--- config.mk ---
export PLATFORM = sky130hd
export DESIGN_NAME = multi_tick_gen
export DESIGN_NICKNAME = d
export VERILOG_FILES = /design/src/rtl/multi_tick_gen_pkg.sv /design/src/rtl/multi_tick_gen_chan.sv /design/src/rtl/multi_tick_gen.sv
export SDC_FILE = /design/constraint.sdc
export NUM_CORES = 1
export LEC_CHECK = 0
export ABC_AREA = 1
export BUFFER_PORTS_ARGS = -buffer_cell sky130_fd_sc_hd__buf_4
export CAP_MARGIN = 20
export CORE_ASPECT_RATIO = 1.5
export CORE_UTILIZATION = 40
export CTS_BUF_LIST = sky130_fd_sc_hd__clkbuf_8 sky130_fd_sc_hd__clkbuf_16
export DETAILED_ROUTE_END_ITERATION = 7
export GPL_TIMING_DRIVEN = 0
export PLACE_DENSITY = 0.63
export SYNTH_ARGS = -nofsm -noshare
export SYNTH_HDL_FRONTEND = slang
export SYNTH_SLANG_ARGS = --single-unit
--- constraint.sdc ---
create_clock -name clk -period 4.75 [get_ports clk]
set_input_delay 1.425 -clock clk [delete_from_list [all_inputs] [get_ports clk]]
set_output_delay 1.425 -clock clk [all_outputs]
set_load 0.1 [all_outputs]
--- src/rtl/multi_tick_gen_pkg.sv ---
// Shared definitions for the multi-channel tick generator.
// Holds the channel mode encoding, default sizing and a helper that picks
// one channel's divisor out of the packed divisor bus.
package multi_tick_gen_pkg;

    // Mode of a channel, captured on its load strobe
    localparam logic MODE_PERIODIC = 1'b0;
    localparam logic MODE_ONESHOT  = 1'b1;

    // Default sizing used when the top is instantiated without overrides
    localparam int unsigned DEFAULT_NCH   = 4;
    localparam int unsigned DEFAULT_WIDTH = 32;

    // Upper bounds for the slice helper: one channel may be up to
    // MAX_WIDTH bits, and the whole packed bus up to MAX_BUS_W bits
    localparam int unsigned MAX_WIDTH = 64;
    localparam int unsigned MAX_BUS_W = 1024;

    // Extract channel idx (each channel width bits wide) from a packed bus.
    // The result is zero-extended to MAX_WIDTH; callers cast it to their width.
    function automatic logic [MAX_WIDTH-1:0] chan_slice(
        input logic [MAX_BUS_W-1:0] bus,
        input int unsigned          idx,
        input int unsigned          width
    );
        logic [MAX_WIDTH-1:0] mask;
        if (width >= MAX_WIDTH) begin
            mask = '1;
        end else begin
            mask = (MAX_WIDTH'(1) << width) - MAX_WIDTH'(1);
        end
        chan_slice = MAX_WIDTH'(bus >> (idx * width)) & mask;
    endfunction

endpackage

--- src/rtl/multi_tick_gen_chan.sv ---
// One channel of the tick generator: a reloadable down-counter that emits a
// one-cycle tick every period_q enabled cycles, periodic or one-shot.
// Optional toggle output is built only when MULTI_TICK_GEN_SQUARE_EN is defined;
// otherwise sq_o is tied low and no toggle flop exists.
module multi_tick_gen_chan
    import multi_tick_gen_pkg::*;
#(
    parameter int unsigned WIDTH     = DEFAULT_WIDTH,
    parameter int unsigned RESET_DIV = 1
) (
    input  logic             clk,
    input  logic             rst,
    input  logic             en_i,
    input  logic             load_i,
    input  logic [WIDTH-1:0] div_i,
    input  logic             oneshot_i,
    output logic             tick_o,
    output logic             busy_o,
    output logic             sq_o
);

    localparam logic [WIDTH-1:0] RESET_VAL = WIDTH'(RESET_DIV);
    localparam logic [WIDTH-1:0] ONE       = WIDTH'(1);

    logic [WIDTH-1:0] period_q, period_d;
    logic [WIDTH-1:0] cnt_q,    cnt_d;
    logic             mode_q,   mode_d;
    logic             armed_q,  armed_d;
    logic             tick_q,   tick_d;
    logic             busy_q,   busy_d;

    // Next-state: load beats counting; reload happens at cnt==1 so the
    // counter never decrements through zero
    always_comb begin
        period_d = period_q;
        cnt_d    = cnt_q;
        mode_d   = mode_q;
        armed_d  = armed_q;
        tick_d   = 1'b0;
        if (load_i) begin
            period_d = div_i;
            cnt_d    = div_i;
            mode_d   = oneshot_i;
            armed_d  = 1'b1;
        end else if (en_i && armed_q && (period_q != '0)) begin
            if (cnt_q == ONE) begin
                tick_d = 1'b1;
                cnt_d  = period_q;
                if (mode_q == MODE_ONESHOT) begin
                    armed_d = 1'b0;
                end
            end else begin
                cnt_d = cnt_q - ONE;
            end
        end
        busy_d = armed_d & en_i & (period_d != '0);
    end

    // Channel state and registered tick/busy outputs
    always_ff @(posedge clk) begin
        if (rst) begin
            period_q <= RESET_VAL;
            cnt_q    <= RESET_VAL;
            mode_q   <= MODE_PERIODIC;
            armed_q  <= 1'b1;
            tick_q   <= 1'b0;
            busy_q   <= en_i & (RESET_VAL != '0);
        end else begin
            period_q <= period_d;
            cnt_q    <= cnt_d;
            mode_q   <= mode_d;
            armed_q  <= armed_d;
            tick_q   <= tick_d;
            busy_q   <= busy_d;
        end
    end

    assign tick_o = tick_q;
    assign busy_o = busy_q;

`ifdef MULTI_TICK_GEN_SQUARE_EN
    logic sq_q, sq_d;

    // Toggle on every tick so a periodic divisor N gives a 2N-cycle square wave
    always_comb begin
        sq_d = sq_q;
        if (load_i) begin
            sq_d = 1'b0;
        end else if (tick_d) begin
            sq_d = ~sq_q;
        end
    end

    // Toggle flop, cleared by reset
    always_ff @(posedge clk) begin
        if (rst) begin
            sq_q <= 1'b0;
        end else begin
            sq_q <= sq_d;
        end
    end

    assign sq_o = sq_q;
`else
    assign sq_o = 1'b0;
`endif

endmodule

--- src/rtl/multi_tick_gen.sv ---
// Multi-channel tick generator top: NCH independent channels, each with its
// own runtime divisor, enable and periodic/one-shot mode.
// Optional square-wave outputs are enabled by MULTI_TICK_GEN_SQUARE_EN.
module multi_tick_gen
    import multi_tick_gen_pkg::*;
#(
    parameter int unsigned NCH       = DEFAULT_NCH,
    parameter int unsigned WIDTH     = DEFAULT_WIDTH,
    parameter int unsigned RESET_DIV = 1
) (
    input  logic               clk,
    input  logic               rst,
    input  logic [NCH-1:0]     en,
    input  logic [NCH-1:0]     load,
    input  logic [NCH*WIDTH-1:0] div_in,
    input  logic [NCH-1:0]     oneshot,
    output logic [NCH-1:0]     tick,
    output logic [NCH-1:0]     busy,
    output logic [NCH-1:0]     sq_out
);

    // The slice helper works on a fixed-size bus, so the configuration must fit it
    if ((WIDTH > MAX_WIDTH) || (NCH * WIDTH > MAX_BUS_W)) begin : g_cfg_error
        $error("multi_tick_gen: NCH*WIDTH or WIDTH exceeds package limits");
    end

    logic [MAX_BUS_W-1:0] divBus;
    assign divBus = MAX_BUS_W'(div_in);

    // One channel instance per bit of the control vectors
    for (genvar i = 0; i < NCH; i++) begin : g_chan
        logic [WIDTH-1:0] chanDiv;
        assign chanDiv = WIDTH'(chan_slice(divBus, i, WIDTH));

        multi_tick_gen_chan #(
            .WIDTH     (WIDTH),
            .RESET_DIV (RESET_DIV)
        ) u_chan (
            .clk       (clk),
            .rst       (rst),
            .en_i      (en[i]),
            .load_i    (load[i]),
            .div_i     (chanDiv),
            .oneshot_i (oneshot[i]),
            .tick_o    (tick[i]),
            .busy_o    (busy[i]),
            .sq_o      (sq_out[i])
        );
    end

endmodule

==> flow_metrics.tcl <==
set metrics [dict create \
    cts_root_buffer "clkbuf_16" \
    coreArea_mm2 0.04493 \
    endpoint_kind "register" \
    clk_latency_ns 0.59 \
    worstPathRequired_ns 5.26 \
    grt_max_degree 15 \
    cts_tree "done" \
    rsz0062_at_grt "false" \
    finalSetupViolCount 0 \
    drive_above_1_share 0.1019 \
    synth.cell_area_mm2 0.01830 \
    clk_path_buf_depth 3 \
    diodes 0 \
    grt_pass1_wl_um 110500 \
    path_class "in2reg" \
    dpl.cell_count 3895 \
    hold_class "reg2reg" \
    htree_levels 1 \
    yosysUniqueCellTypes 37 \
    tns_ns 0 \
    drt_iter0_drc 1732 \
    synthCells 3162 \
    rows 95 \
    cts_resized 0 \
    fin_crit_ns 3.096 \
    fin_ws_ns 1.654 \
    layout.nets 3495 \
    fin_skew_ns 0.01502 \
    synth-seq-area-share 0.2975 \
    die-height_um 264.0 \
    die_area_mm2 0.04664 \
    cp_slowest_stage_delay_ns 0.69 \
    drv_cap 0 \
    ant_nets 0 \
    syn-mean-instance-area_um2 5.789 \
    ys_ff_latch 272 \
    power_density_mw_per_mm2 324.1 \
    synth_top_cell_by_area "dfxtp_1" \
    stdcell_count 3949 \
    viasPerCell 5.268 \
    gp_routability_congestion 1.015 \
    antenna_found_initial 0 \
    p_leak_nw 10.52 \
    numCtsBuffers 30 \
    routed-wl-met3_um 3845 \
    cp_slowest_cell "clkbuf_1" \
    wl_met2_um 35010 \
    crit_arrival_ns 3.61 \
    power_mw 6.880 \
    clock-sinks 272 \
    vias 20810 \
    synth_top_cell_area_share 0.2975 \
    remaining_drc_errors 0 \
    topRoutingLayerUsed "met4" \
    critPathLaunchType "primary input" \
    drt-total-wl_um 72360 \
    grt_use_total 0.3071 \
    fmax_mhz 323.0 \
    area_growth_pct 15.97 \
    ys_top_cells_by_area "dfxtp_1 (30%), nand2_1 (21%), nand3_1 (9.7%)" \
    cts_setup_buffers 0 \
    status "complete, no violations" \
    worst_pin_slew_ns 0.9545 \
    portBuffers 148 \
    grt_pass1_vias 20160 \
    yosys_warnings 0 \
    critPathMaxFanout 10 \
    preCtsSetupSlack_ns 1.091 \
    dpl.hpwl_um 57250 \
    die_w_um 176.7 \
    cts-hold-fix-buffers 0 \
    initial_core_util 0.4074 \
    wl_per_cell_um 18.32 \
    cts.clk_slew.worst_paths_ns 0.06 \
    period_share 0.6519 \
    grt_overflow 0 \
    io_pins 154 \
    hold_viol 0 \
    max_slew_margin 0.3637 \
    wl_met1_um 28150 \
    drv_slew 0 \
    vdd_drop_max_uv 240.1 \
    drt_pass1_iterations 6 \
    cpMostUsedCell "clkbuf_1" \
    crit_chain "clkbuf_1 -> inv_1 -> clkbuf_1 -> clkbuf_1 -> nand2_1 -> a21oi_1" \
]
## worst max-delay path: cells and delay by family
kind	cells	cell delay [ns]
buffers and inverters	4	1.88
and+or+nand+nor	1	0.12
AOI/OAI and AO/OA	1	0.16
## kinds of logic after synthesis
| family | share of synthesized area |
|---|---|
| simple gates | 0.4389 |
| compound gates | 0.1261 |
| buf+inv | 0.1184 |
| fa+ha+maj | 0.005469 |
| other cells | 0.0002049 |
| flops | 0.2975 |
| xor+xnor | 0.01340 |
## per-layer routing
metal / up-vias / track usage
met5: - / 0
li1: 10330 / -
met2: 740 / 0.5364
met1: 9515 / 0.3482
met4: 0 / 0.2097
met3: 223 / 0.03094
## Yosys cell counts, drive strengths merged
| master | instances |
|---|---|
| o21ai | 88 |
| nor3 | 7 |
| clkinv | 2 |
| nor3b | 2 |
| nor2 | 488 |
| conb | 1 |
| nand3b | 15 |
| o211ai | 1 |
| dfxtp | 272 |
| nor4 | 4 |
| nand3 | 355 |
| and3 | 1 |
| xnor2 | 4 |
| a21oi | 251 |
| nand4 | 33 |
| buf | 102 |
| a21boi | 77 |
| xor2 | 24 |
| inv | 355 |
| ha | 8 |
| nand2 | 1016 |
| clkbuf | 56 |
## final timing paths
| path | start | endpoint | slack (ns) | cells after the start |
|---|---|---|---|---|
| setup / recovery | rst | g_chan[2].u_chan.cnt_q[4] | 1.65 | 6 |
| hold / removal | g_chan[2].u_chan.mode_q | g_chan[2].u_chan.mode_q | 0.50 | 2 |
| setup reg to reg | g_chan[2].u_chan.period_q[14] | g_chan[2].u_chan.cnt_q[2] | 2.60 | 9 |
| hold reg to reg | g_chan[2].u_chan.mode_q | g_chan[2].u_chan.mode_q | 0.50 | 2 |
## cells in the final DEF (no fill, tap or decap), types with 15 or more instances in the layout
master,Yosys,routed
nand2_1,1004,1004
nor2_1,452,452
inv_1,353,356
nand3_1,353,353
dfxtp_1,272,272
a21oi_1,251,251
buf_4,30,178
o21ai_0,81,81
a21boi_0,72,72
clkbuf_1,56,56
buf_2,47,47
nand4_1,33,33
clkbuf_16,0,31
nor2_2,28,28
xor2_1,24,24
buf_1,17,17
nand3b_1,15,15
## where the power goes
group | total, mW | switching (mW) | leakage, nW | internal (mW)
combinational | 1.69 | 1.14 | 7.73 | 0.545
clock | 2.60 | 1.07 | 0.543 | 1.53
sequential | 2.59 | 0.146 | 2.25 | 2.44
total | 6.88 | 2.36 | 10.5 | 4.52
## registers in the layout (all words and copies together), names as in the netlist
register / count
g_chan.u_chan.mode_q: 4
g_chan.u_chan.tick_o: 4
g_chan.u_chan.period_q: 128
g_chan.u_chan.armed_q: 4
g_chan.u_chan.busy_o: 4
g_chan.u_chan.cnt_q: 128
## final cells by class
| type | count | area [um2] |
|---|---|---|
| Buffer | 158 | 824.5 |
| Clock buffer | 36 | 844.6 |
| Clock inverter | 18 | 227.7 |
| Fill cell | 4999 | 23700 |
| Inverter | 357 | 1343 |
| Multi-Input combinational cell | 2378 | 10700 |
| Sequential cell | 272 | 5445 |
| Tap cell | 582 | 728.2 |
| Timing Repair Buffer | 148 | 1111 |
## metrics by stage
stage	util	hold slack, ns	cell area (um2)
floorplan	-	0.4479	18320
global placement	0.4486	0.4937	20150
detailed placement	0.4486	0.4910	20150
CTS	0.4724	0.5051	21230
global route	0.4724	0.5369	21230
finish	0.4724	0.5032	21230
Note: power is estimated with default switching activity, not from simulation.
